--- config.mk ---
export PLATFORM = sky130hd
export DESIGN_NAME = id_decode_stage
export DESIGN_NICKNAME = d
export VERILOG_FILES = /design/src/rtl/pipeline_pkg.sv /design/src/rtl/id_control.sv /design/src/rtl/id_decode_stage.sv
export SDC_FILE = /design/constraint.sdc
export NUM_CORES = 1
export LEC_CHECK = 0
export CORE_AREA = 2 2 471 473
export DETAILED_ROUTE_END_ITERATION = 6
export DIE_AREA = 0 0 473 475
export GPL_TIMING_DRIVEN = 1
export PLACE_DENSITY = 0.3
export REMOVE_ABC_BUFFERS = 1
export SETUP_SLACK_MARGIN = 0.02
export SYNTH_ARGS = -nofsm -noshare
export SYNTH_HDL_FRONTEND = slang
export SYNTH_SLANG_ARGS = --single-unit
--- constraint.sdc ---
create_clock -name clk -period 1.75 [get_ports clk]
set_clock_uncertainty 0.2 [all_clocks]
set_input_delay 0.175 -clock clk [delete_from_list [all_inputs] [get_ports clk]]
set_output_delay 0.175 -clock clk [all_outputs]
set_load 0.02 [all_outputs]
--- src/rtl/pipeline_pkg.sv ---
// Shared definitions for the 5-stage pipeline: opcodes, control-vector layout
// and the ID/EX pipeline word.
package pipeline_pkg;

  localparam int unsigned XLEN   = 32;
  localparam int unsigned OP_W   = 6;
  localparam int unsigned REG_W  = 5;
  localparam int unsigned CTRL_W = 10;
  localparam int unsigned IDEX_W = CTRL_W + 3 * XLEN;

  // Opcodes handled by the ID stage; funct is left to EX.
  localparam logic [OP_W-1:0] OP_RTYPE = 6'b000000;
  localparam logic [OP_W-1:0] OP_LW    = 6'b100011;
  localparam logic [OP_W-1:0] OP_SW    = 6'b101011;
  localparam logic [OP_W-1:0] OP_BEQ   = 6'b000100;
  localparam logic [OP_W-1:0] OP_ADDI  = 6'b001000;
  localparam logic [OP_W-1:0] OP_J     = 6'b000010;

  // Control-vector bit positions.
  localparam int unsigned CTRL_REGDST   = 9;
  localparam int unsigned CTRL_ALUSRC   = 8;
  localparam int unsigned CTRL_MEMTOREG = 7;
  localparam int unsigned CTRL_REGWRITE = 6;
  localparam int unsigned CTRL_MEMREAD  = 5;
  localparam int unsigned CTRL_MEMWRITE = 4;
  localparam int unsigned CTRL_BRANCH   = 3;
  localparam int unsigned CTRL_ALUOP_HI = 2;
  localparam int unsigned CTRL_ALUOP_LO = 1;
  localparam int unsigned CTRL_JUMP     = 0;

  // ID/EX field offsets (LSB of each field).
  localparam int unsigned IDEX_CTRL_LSB = 3 * XLEN;
  localparam int unsigned IDEX_PC_LSB   = 2 * XLEN;
  localparam int unsigned IDEX_RD1_LSB  = XLEN;
  localparam int unsigned IDEX_RD2_LSB  = 0;

  // Control vectors per instruction class.
  localparam logic [CTRL_W-1:0] CTRL_RTYPE_V = 10'h244;
  localparam logic [CTRL_W-1:0] CTRL_LW_V    = 10'h1E0;
  localparam logic [CTRL_W-1:0] CTRL_SW_V    = 10'h110;
  localparam logic [CTRL_W-1:0] CTRL_BEQ_V   = 10'h00A;
  localparam logic [CTRL_W-1:0] CTRL_ADDI_V  = 10'h140;
  localparam logic [CTRL_W-1:0] CTRL_J_V     = 10'h001;
  localparam logic [CTRL_W-1:0] CTRL_NOP_V   = 10'h000;

  typedef struct packed {
    logic [CTRL_W-1:0] ctrl;
    logic [XLEN-1:0]   pc_plus4;
    logic [XLEN-1:0]   read_data1;
    logic [XLEN-1:0]   read_data2;
  } id_ex_t;

endpackage

--- src/rtl/id_control.sv ---
// Main decoder: opcode to 10-bit control vector; unknown opcodes become a bubble.
module id_control
  import pipeline_pkg::*;
(
  input  logic [OP_W-1:0]   op,
  output logic [CTRL_W-1:0] ctrl_c
);

  always_comb begin
    ctrl_c = CTRL_NOP_V;
    case (op)
      OP_RTYPE: ctrl_c = CTRL_RTYPE_V;
      OP_LW:    ctrl_c = CTRL_LW_V;
      OP_SW:    ctrl_c = CTRL_SW_V;
      OP_BEQ:   ctrl_c = CTRL_BEQ_V;
      OP_ADDI:  ctrl_c = CTRL_ADDI_V;
      OP_J:     ctrl_c = CTRL_J_V;
      default:  ctrl_c = CTRL_NOP_V;
    endcase
  end

endmodule

--- src/rtl/id_decode_stage.sv ---
// ID stage: splits IF/ID, decodes control, reads rs/rt (r0 reads as zero)
// and registers the result into the ID/EX word.
module id_decode_stage
  import pipeline_pkg::*;
#(
  parameter int unsigned SIZE = 32
) (
  input  logic                    clk,
  input  logic                    rst,
  input  logic [2*SIZE-1:0]       IF_ID,
  input  logic [SIZE*SIZE-1:0]    registerFile,
  output logic [CTRL_W+3*SIZE-1:0] ID_EX
);

  logic [SIZE-1:0]   pc_plus4;
  logic [SIZE-1:0]   instr;
  logic [OP_W-1:0]   op;
  logic [REG_W-1:0]  rs;
  logic [REG_W-1:0]  rt;
  logic [REG_W-1:0]  rd;
  logic [REG_W-1:0]  shamt;
  logic [5:0]        funct;
  logic [CTRL_W-1:0] ctrl_c;
  logic [SIZE-1:0]   read_data1_c;
  logic [SIZE-1:0]   read_data2_c;
  id_ex_t            id_ex_d;
  logic              unused_fields_c;

  assign pc_plus4 = IF_ID[2*SIZE-1:SIZE];
  assign instr    = IF_ID[SIZE-1:0];

  assign op    = instr[31:26];
  assign rs    = instr[25:21];
  assign rt    = instr[20:16];
  assign rd    = instr[15:11];
  assign shamt = instr[10:6];
  assign funct = instr[5:0];

  // rd/shamt/funct are decoded downstream, not here.
  assign unused_fields_c = ^{rd, shamt, funct};

  id_control u_id_control (
    .op     (op),
    .ctrl_c (ctrl_c)
  );

  // Register reads straight off the bus; index 0 is hard-wired to zero.
  always_comb begin
    read_data1_c = '0;
    read_data2_c = '0;
    if (rs != '0) read_data1_c = registerFile[32'(rs) * SIZE +: SIZE];
    if (rt != '0) read_data2_c = registerFile[32'(rt) * SIZE +: SIZE];
  end

  always_comb begin
    id_ex_d            = '0;
    id_ex_d.ctrl       = ctrl_c;
    id_ex_d.pc_plus4   = pc_plus4;
    id_ex_d.read_data1 = read_data1_c;
    id_ex_d.read_data2 = read_data2_c;
  end

  // ID/EX pipeline register; reset inserts a bubble.
  always_ff @(posedge clk) begin
    if (rst) ID_EX <= '0;
    else     ID_EX <= id_ex_d;
  end

endmodule

* Word level (Yosys, flattened, before mapping)
Index checks and enable logic that the tools add are counted.
Word-level totals: bits in latches 0, bits in writable memories 0, bits in registers 106, bits of input ports 1090, memories 0, memory bits (read-only) 0
Operators by class: $lt $le $gt $ge 0, bitwise gates (word level) 2, shift operators 2, $mul 0, reductions and logical operators 5, multiplexer cells 1, eq/ne operators 5, add/subtract/negate cells 0, divide/modulo/power cells 0
Operators by type and width (count):
- variable part select 1024 x 11 -> 32 bit | 2
- case mux 10 bit (6 select lines) | 1
- equality test 6 bit, second input constant | 2
- nonzero test 5 bit | 2
- equality test 6 x 2 -> 1 bit, second input constant | 1
- equality test 6 x 3 -> 1 bit, second input constant | 1
- equality test 6 x 4 -> 1 bit, second input constant | 1
- zero test 6 bit | 1
- OR reduction 2 bit | 2
- NOT 1 bit | 2

* Longest topological paths before layout
depth in word-level cells 3, gate-level depth with buffers 8

* Cells and area by module
Synthesis repeated with hierarchy kept, for this count alone.
Second synthesis, totals: cell total of the unflattened synthesis 1373, area total of the unflattened synthesis 18878.1 um^2
Modules (own cells, without submodules):
- id_decode_stage | times used 1, sequential area each 2122.0 um^2, cells each 1354, area an instance 18751.7 um^2
- id_control | times used 1, sequential area each 0.0 um^2, cells each 19, area an instance 126.4 um^2

* Worst setup path before layout
Ideal clock, no wire load.
path kind input to register, start input port IF_ID[17], end register ID_EX[10], stages on the path 6, setup time 0.129 ns, path slack -0.006 ns, arrival 1.427 ns, buffers on the path 3, data required time 1.421 ns, cells stage by stage clkbuf_1 > buf_4 > clkbuf_1 > mux4_2 > a22oi_1 > nand4_1
On the way: cells in the longest elaborated chain, start to end 3, elaborated cells between the ends (all ways) 4, classes of those cells shift (1); bitwise (1); reduce/logical (2)
Ends and longest elaborated chain:
- from (decl) | RTL line id_decode_stage.sv:10 | input logic [2*SIZE-1:0] IF_ID,
- parallel branches: the longest is 3 deep, another holds variable part select 1024 x 11 -> 32 bit
- to (signal assigned) | RTL line id_decode_stage.sv:66 | else ID_EX <= id_ex_d;
- to (decl) | RTL line id_decode_stage.sv:12 | output logic [CTRL_W+3*SIZE-1:0] ID_EX
Several ways; the timed one is not identified. A chain may end at the register's enable or synchronous reset.

* Final worst setup path
start input port IF_ID[19], end register ID_EX[17]
The elaborated chain is that of the path after synthesis.

==> metrics <==
clock slew at reported path FFs=0.11 ns; Critical Path AT=roughly 1.9 ns; DRC marker count from the first detailed-route iteration=1619; die span in x=473 um; CP Capture Type=register; H-tree Lvls=3; DRC Markers=0; largest reg by FF count=ID_EX; die area=between 200000 and 250000 um2; DR vias/cell=4.04; clock root buffer=clkbuf_16; count of flip-flops with a built-in enable after synthesis=0; antenna violations before repair=155; share of cells above drive strength 1=20.4%; GR Util All Layers=18.4%; Worst Hold Launch=rst; Detailed Routing Iterations Pass 1=5; area of the core=about 220000 um2; status=finished clean; register bit total from synthesis=103; CP Cell Sequence=clkdlybuf4s50_1 -> buf_4 -> nor3b_4 -> and2_2 -> buf_12 -> a22oi_1 -> nand4_1; type of the tightest min-delay check=in -> reg; Fmax achieved=between 500 and 600 MHz; remaining global-route overflow=0; number of flip-flops in the largest register=103; number of synthesis warnings=0; Initial Util=under 10%; crit path buf inv count=3; final setup violating endpoints=0; Static Leakage=0.0145 uW; Mean Syn Cell Area=10.2 um2; Detailed Place HPWL=between 150000 and 200000 um; count of unique library cells instantiated by Yosys=37; first-pass GRT wire length=around 270000 um; input/output buffers=about 1200; Rel. slew slack=between 70 and 80%; largest registers=ID_EX: 103 flops; critical path start-end classification=in -> reg; # nets final=4297; maximum fanout along the worst path=16; post-placement cell area=37400 um2; multi-input logic area=~16000 um2; total clock sinks=103; clock tree buffer depth=2; timing startpoint of the critical path=IF_ID[19]; detailed-route wire length per cell=approximately 35 um; worst slack, placed=-0.686 ns; PnR worst setup slack=around 0.04 ns; number of standard cells after synthesis=1866; register area share after synthesis=between 10% and 20%; Detail Route Antenna Nets=0; Final Hold Fails=0; fill cell count=approximately 24000; combined flip-flop and latch cell area=2060 um2; final cell count without fillers=6124; delay of the slowest critical-path stage=approximately 0.43 ns; slowest CP cell=clkdlybuf4s50_1; data required time at the worst endpoint=1.93 ns; proportion of register bits with asynchronous set or reset after synthesis=0%; total count of max-transition violations in the final report=0; number of instances on the worst hold path=4; crit share post-route=a little over nine tenths; Tightest Pin Transition=around 0.4 ns; row cnt=~170; largest net degree at the start of global routing=34; highest ir drop seen on vdd=0.617 mV; Die Y=~480 um; number of buffers created by CTS=9; vias=24700; weighted congestion at the end of routability-driven global placement=between 0.8 and 0.9; pwr dens=386 nW/um2; setup repair after global routing missed its margin=yes; IO Pins=1196; launching element type of the critical path=primary input; Main synth FF type=dfxtp_1; number of maximum-capacitance violations=0; # placed instances=between 6000 and 7000; TritonCTS clock tree=done; number of global-route vias before repair=26100; utilization after layout=17.4%; cell type group with the largest total delay on the critical path=buffers and inverters; netlist area before placement=18900 um2; WL final=between 200000 and 250000 um; Worst Hold Endpoint=ID_EX[81]; Final Critical Period=1.71 ns; area growth from synthesis to layout=101%; tightest hold margin=0.0361 ns; final design area excluding fillers=approximately 38000 um2
-- layout make-up --
| class | instances | area share (%) |
|---|---|---|
| Inverter | 3 | 0.0296 |
| Sequential cell | 103 | 5.42 |
| Multi-Input combinational cell | 1532 | 41.4 |
| Tap cell | 2871 | 9.44 |
| Clock buffer | 9 | 0.592 |
| Clock inverter | 7 | 0.220 |
| Timing Repair Buffer | 1558 | 42.6 |
| Antenna cell | 41 | 0.270 |
-- worst min-delay path, delay by kind of cell --
kind / cells / cell delay (ns)
and+or+nand+nor: 1 / 0.05
buffers and inverters: 3 / 0.42
-- cells by family (layout without fill, tap and decap cells) --
group | Yosys count | count (layout) | share of synthesized area [%]
AND/OR/NAND/NOR | 345 | 345 | 10.0
buffers and inverters | 231 | 1577 | 6.84
multiplexers | 789 | 789 | 57.2
AO/OA/AOI/OAI | 398 | 398 | 15.1
other | 0 | 41 | 0
flip-flops | 103 | 103 | 10.9
-- worst max path at each step --
stage | end | cells after the start
CTS | ID_EX[58] | 1
global placement | ID_EX[49] | 6
finish | ID_EX[17] | 7
detailed placement | ID_EX[28] | 7
floorplan | ID_EX[13] | 4
global route | ID_EX[60] | 7
-- cell usage in the layout, fill, tap and decap left out, types with 3 or more instances in the layout --
cell type and instances:
clkdlybuf4s50_1 1066, mux2i_1 555, a22oi_1 320, buf_4 233, mux4_2 232, nand3_1 147
buf_12 127, dfxtp_1 102, dlygate4sd2_1 94, nand4_1 65, a21oi_1 55, diode_2 41
nand2_1 35, nor2b_1 34, and3_1 22, dlygate4sd3_1 19, clkbuf_16 11, a31oi_1 9
a22o_1 8, nor2b_4 6, clkdlybuf4s15_2 6, nor2_4 5, and2_4 5, nor2_1 5
inv_1 3, or3_1 3, inv_8 3, buf_8 3, clkdlybuf4s15_1 3
-- synth_stat cells (all sizes together), types with 3 or more instances --
cell	n	share of area, %
nand2	35	0.69
nand3	147	3.9
or3	4	0.13
nor2	11	0.23
inv	3	0.059
mux2i	555	29
and2	7	0.23
a31oi	9	0.30
nor3b	3	0.12
dfxtp	103	11
mux4	234	28
and3	22	0.73
clkbuf	70	1.4
a21oi	55	1.5
buf	158	5.4
a22oi	322	13
nor3	5	0.22
a22o	9	0.42
nand4	65	2.1
nor2b	40	1.3
-- routing by layer --
metal	vias up	global-route usage [%]	share of wire (%)
met5	-	0	0.26
met4	88	4.52	2.5
met3	342	6.00	8.2
met2	1363	31.6	48
met1	12400	21.9	41
li1	10500	-	-
-- through the flow --
stage / setup TNS (ns) / total power, uW
finish: 0 / 14700
global route: -0.00752 / 15400
CTS: 0 / 15000
detailed placement: -29.78 / 12200
global placement: -29.42 / 12200
floorplan: -103.13 / 5530
-- what timing repair did --
| item | CTS | global route |
|---|---|---|
| hold buffers | 20 | 0 |
| buffers inserted | 0 | 2 |
| resized for setup | 122 | 9 |
| pin swaps | 0 | 2 |
| endpoints found under the hold margin | 23 | 0 |
| gates cloned | 0 | 2 |
| endpoints found under the setup margin | 107 | 13 |
-- power breakdown --
| part | total, uW | internal [uW] | switching, uW |
|---|---|---|---|
| logic | 9290 | 5060 | 4230 |
| clock network | 2730 | 1040 | 1700 |
| registers | 2680 | 2570 | 109 |
| total | 14700 | 8670 | 6030 |
No activity file was read; power rests on OpenSTA's default activity.
